==> src/rtl/apb_fsm_controller.sv <==
// apb_fsm_controller: sequences APB SETUP/ENABLE phases from the pipelined AHB slave interface
module apb_fsm_controller #(
    parameter int ADDR_W = 32,
    parameter int DATA_W = 32
) (
    input  logic              clk,
    input  logic              rst,
    input  logic              valid,
    input  logic              Hwrite,
    input  logic              Hwritereg,
    input  logic [ADDR_W-1:0] Haddr,
    input  logic [ADDR_W-1:0] Haddr1,
    input  logic [ADDR_W-1:0] Haddr2,
    input  logic [DATA_W-1:0] Hwdata,
    input  logic [DATA_W-1:0] Hwdata1,
    output logic [2:0]        Pselx,
    output logic              Penable,
    output logic              Pwrite,
    output logic [ADDR_W-1:0] Paddr,
    output logic [DATA_W-1:0] Pwdata,
    output logic              Hreadyout
);
    localparam logic [2:0] ST_IDLE     = 3'd0;
    localparam logic [2:0] ST_WWAIT    = 3'd1;
    localparam logic [2:0] ST_READ     = 3'd2;
    localparam logic [2:0] ST_WRITE    = 3'd3;
    localparam logic [2:0] ST_WRITEP   = 3'd4;
    localparam logic [2:0] ST_RENABLE  = 3'd5;
    localparam logic [2:0] ST_WENABLE  = 3'd6;
    localparam logic [2:0] ST_WENABLEP = 3'd7;
    logic [2:0]        state, nxt, sel;
    logic              ld_rd, ld_wr, src2, en;
    logic [ADDR_W-1:0] addr_ld;
    always_comb begin
        nxt = ST_IDLE;
        case (state)
            ST_IDLE:     nxt = !valid ? ST_IDLE : Hwrite ? ST_WWAIT : ST_READ;
            ST_WWAIT:    nxt = valid ? ST_WRITEP : ST_WRITE;
            ST_READ:     nxt = ST_RENABLE;
            ST_WRITE:    nxt = valid ? ST_WENABLEP : ST_WENABLE;
            ST_WRITEP:   nxt = ST_WENABLEP;
            ST_RENABLE,
            ST_WENABLE:  nxt = !valid ? ST_IDLE : Hwrite ? ST_WWAIT : ST_READ;
            ST_WENABLEP: nxt = !Hwritereg ? ST_READ : valid ? ST_WRITEP : ST_WRITE;
            default:     nxt = ST_IDLE;
        endcase
    end
    assign ld_rd   = nxt == ST_READ;
    assign ld_wr   = nxt == ST_WRITE || nxt == ST_WRITEP;
    assign src2    = state == ST_WENABLEP;
    assign en      = nxt == ST_RENABLE || nxt == ST_WENABLE || nxt == ST_WENABLEP;
    assign addr_ld = ld_rd ? Haddr : src2 ? Haddr2 : Haddr1;
    assign sel     = addr_ld[27:26] == 2'b00 ? 3'b001 :
                     addr_ld[27:26] == 2'b01 ? 3'b010 :
                     addr_ld[27:26] == 2'b10 ? 3'b100 : 3'b000;
    always_ff @(posedge clk or negedge rst) begin
        if (!rst) begin
            state     <= ST_IDLE;
            Pselx     <= '0;
            Penable   <= 1'b0;
            Pwrite    <= 1'b0;
            Paddr     <= '0;
            Pwdata    <= '0;
            Hreadyout <= 1'b1;
        end else begin
            state <= nxt;
            if (ld_rd || ld_wr) begin
                Paddr     <= addr_ld;
                Pselx     <= sel;
                Pwrite    <= ld_wr;
                Penable   <= 1'b0;
                Hreadyout <= 1'b0;
                if (ld_wr)
                    Pwdata <= src2 ? Hwdata1 : Hwdata;
            end else if (en) begin
                Penable   <= 1'b1;
                Hreadyout <= 1'b1;
            end else begin
                Pselx     <= '0;
                Penable   <= 1'b0;
                Hreadyout <= 1'b1;
            end
        end
    end
endmodule

==> config.mk <==
export PLATFORM = sky130hd
export DESIGN_NAME = apb_fsm_controller
export DESIGN_NICKNAME = d
export VERILOG_FILES = /design/src/rtl/apb_fsm_controller.sv
export SDC_FILE = /design/constraint.sdc
export NUM_CORES = 1
export LEC_CHECK = 0
export ABC_AREA = 1
export CAP_MARGIN = 15
export CORE_MARGIN = 5
export CORE_UTILIZATION = 40
export CTS_CLUSTER_DIAMETER = 30
export DETAILED_ROUTE_END_ITERATION = 8
export PLACE_DENSITY = 0.93
export SLEW_MARGIN = 15
export SYNTH_ARGS = -nofsm -noshare
export SYNTH_HDL_FRONTEND = slang
export SYNTH_SLANG_ARGS = --single-unit
==> constraint.sdc <==
create_clock -name clk -period 2.1 [get_ports clk]
set_input_delay 0.315 -clock clk [delete_from_list [all_inputs] [get_ports clk]]
set_output_delay 0.315 -clock clk [all_outputs]
set_load 0.01 [all_outputs]
==> results.py <==
metrics = {
    "sta": {
        "period_needed_ns": 1.96,
        "worst_slack_ns": 0.140,
        "finalCritPeriodShare_pct": 93.3,
        "setup_viol": 0,
        "rsz0062_at_grt": "false",
        "hold_viol": 0,
        "relSlewSlack_pct": 70.6,
        "finalMaxSlewViolations": 0,
        "fin_skew_ns": 0.0132,
        "fmax_mhz": 510,
        "holdWs_ns": 0.458,
        "tightestPinTransition_ns": 0.442,
    },
    "logic_synthesis": {
        "synth.yosys.warnings": 0,
        "synth.distinct_cells": 26,
        "synth_top_family_by_area": "simple AND/OR/NAND/NOR gates",
        "synthMuxAreaShare_pct": 0,
        "synth-adder-area-share_pct": 0,
        "synth-compound-area-share_pct": 1.04,
        "synthXorXnorAreaFrac_pct": 0,
        "ys_seq_elements": 73,
        "yosysSeqAreaShare_pct": 42.2,
        "syn_inst": 666,
        "synth.avg_cell_area_sq_um": 6.50,
        "synth_nets": 831,
        "synthSimpleGateAreaFrac_pct": 50.5,
        "synth_area_sq_mm": 0.00433,
    },
    "worst_setup_path": {
        "cp-end-kind": "register",
        "worst_setup_path_start_kind": "register",
        "r2r_slack_ns": 0.14,
        "reg2reg_from": "state[2]$_DFF_PN0_",
        "critPathArrivalTime_ns": 2.25,
        "critPathMaxFanout": 27,
        "reg2reg_depth": 10,
        "required_ns": 2.39,
        "r2r-end": "Pselx[0]$_DFFE_PN0P_",
        "critPathKind": "reg2reg",
    },
    "layout": {
        "nNetsFinal": 1068,
        "areaGrowthSynthToFinish_pct": 67.5,
        "drive_above_1_share_pct": 7.82,
        "stdcell_area_sq_mm": 0.00725,
        "antenna-diode-count": 0,
        "nFillCells": 869,
    },
    "die": {
        "core_region_area_sq_mm": 0.0107,
        "ios": 235,
        "rows": 38,
        "start_util_pct": 40.3,
        "die_x_microns": 114,
        "die_h_microns": 114,
        "die_area_sq_mm": 0.0130,
    },
    "cts": {
        "cts.sinks": 73,
        "clk_pin_slew_ns": 0.09,
        "cts_buffer_depth": 2,
        "cts_made_buffers": 9,
        "cts-htree-levels": 3,
        "cts_tree": "yes",
        "cts-root-buf": "clkbuf_8",
        "insertion_delay_ns": 0.35,
        "post_cts_buffers": 0,
    },
    "drt": {
        "drt_pass1_iterations": 7,
        "drt_iter0_drc": 397,
        "via_per_inst": 4.79,
        "drt_wl_total_mm": 14.7,
        "drcViolationCount": 0,
        "wire_per_inst_microns": 14.0,
        "vias": 5017,
        "antenna_left": 0,
    },
    "pwr": {
        "power_switching_mw": 5.69,
        "p_seq_share_pct": 20.9,
        "p_int_mw": 6.61,
        "p_clk_share_pct": 10.1,
        "ir_drop_uv": 1250,
        "combPwrFrac_pct": 69.0,
        "p_sw_share_pct": 46.3,
        "powerDensity_mw_per_mm2": 1700,
        "p_leak_nw": 3.72,
    },
    "flow_run": {
        "max_cap_viol_count": 0,
    },
    "placed_design": {
        "gp_congestion": 0.868,
        "dp.final_hpwl_mm": 11.3,
        "place_ws_ns": -0.0469,
        "place_area_sq_mm": 0.00702,
        "portBuffers": 234,
    },
    "run_status": {
        "status": "finished clean",
    },
    "grt": {
        "grt_pass1_wl_mm": 23.6,
        "grt_max_degree": 50,
        "antenna_found_initial": 0,
        "overflow": 0,
        "grt_usage_pct": 22.4,
        "grt_pass1_vias": 4875,
    },
    "min_path": {
        "hold_class": "in2async",
    },
}
==> what timing repair did <==
| action | in CTS | in global routing |
|---|---|---|
| hold endpoints to repair | 30 | 0 |
| resized for setup | 0 | 0 |
| hold buffers | 1 | 0 |
==> cell usage in the layout, fill, tap and decap left out <==
cell,n
a21oi_1,1
a21oi_4,1
buf_12,10
buf_4,23
bufinv_16,2
clkbuf_8,9
clkdlybuf4s50_1,233
clkinv_2,1
clkinv_4,2
dfrtp_1,72
dfstp_2,1
dlygate4sd3_1,1
inv_1,10
inv_2,7
inv_6,2
nand2_1,437
nand2_2,5
nand3_1,36
nand3_2,3
nand3_4,1
nand3b_1,3
nand4_1,32
nand4_4,1
nor2_1,7
nor2_2,1
nor2_4,1
o21ai_0,2
o21bai_1,2
o22ai_1,1
or2_2,1
==> how the worst max path moves through the flow <==
stage / from / to
after floorplan: state[2]$_DFF_PN0_ / Paddr[22]$_DFFE_PN0P_
after global placement: valid / Paddr[1]$_DFFE_PN0P_
after detailed placement: valid / Paddr[24]$_DFFE_PN0P_
after CTS: state[2]$_DFF_PN0_ / Pselx[0]$_DFFE_PN0P_
after global routing: state[2]$_DFF_PN0_ / Pselx[1]$_DFFE_PN0P_
final: state[2]$_DFF_PN0_ / Pselx[0]$_DFFE_PN0P_
==> cell usage after synthesis, drive strengths merged <==
cell / number / area (sq um)
a21oi: 2 / 13.8
nand3: 40 / 223
buf: 24 / 141
nand3b: 3 / 22.5
nand2: 442 / 1670
nand4: 33 / 221
dfstp: 1 / 26.3
o21bai: 2 / 15.0
nor2: 9 / 43.8
o22ai: 1 / 6.26
clkbuf: 17 / 63.8
dfrtp: 72 / 1800
o21ai: 2 / 10.0
or2: 1 / 6.26
inv: 17 / 63.8
==> state kept, by name (all words and copies together), names as in the netlist <==
| register | cells |
|---|---|
| Hreadyout | 1 |
| Paddr | 32 |
| Penable | 1 |
| Pselx | 3 |
| Pwdata | 32 |
| Pwrite | 1 |
| state | 3 |
==> worst max-delay path, cell delays in order, from the launching register on <==
cell and delay (ns):
dfrtp_1 0.46, nand3_2 0.14, buf_4 0.30, inv_2 0.11, or2_2 0.28, o21ai_0 0.12
o21bai_1 0.15, nand2_1 0.12, nor2_1 0.12, nand2_1 0.05, nand2_1 0.05
==> through the flow <==
step	TNS (ns)	instances	utilization [%]	power (mW)
after floorplan	0	666	-	7.36
after CTS	0	1048	67.5	12.4
after global placement	0	1031	65.3	10.9
after global routing	0	1048	67.5	13.5
after detailed placement	-0.770	1031	65.3	11.1
final	0	1048	67.5	12.3
==> power by group through the flow <==
stage               Sequential [mW]  Combinational, mW  Clock, mW
global route                   2.65               9.48       1.33
floorplan                      2.85               4.51          0
finish                         2.57               8.48       1.25
global placement               2.56               8.32          0
CTS                            2.57               8.55       1.28
detailed placement             2.58               8.55          0
==> layout make-up <==
cell class	instances	area [sq um]	share of cell area, %
clock buffers	9	124	1.71
clock inverters	7	100	1.38
inverters	17	63.8	0.880
multi-input cells	535	2250	31.0
flip-flops and latches	73	1830	25.2
well taps	140	175	2.42
repair buffers	267	2720	37.4
==> routing by layer <==
metal	vias up	track usage, %	share of wire [%]
li1	2549	-	-
met3	24	5.39	8.0
met1	2248	27.5	40
met2	196	39.5	50
met4	0	5.62	1.7
met5	-	0	0
==> logic make-up after synthesis <==
group	count (synthesis)
DFF	73
buffers and inverters	58
AOI/OAI and AO/OA	7
and+or+nand+nor	528
No activity file was read; power rests on OpenSTA's default activity.
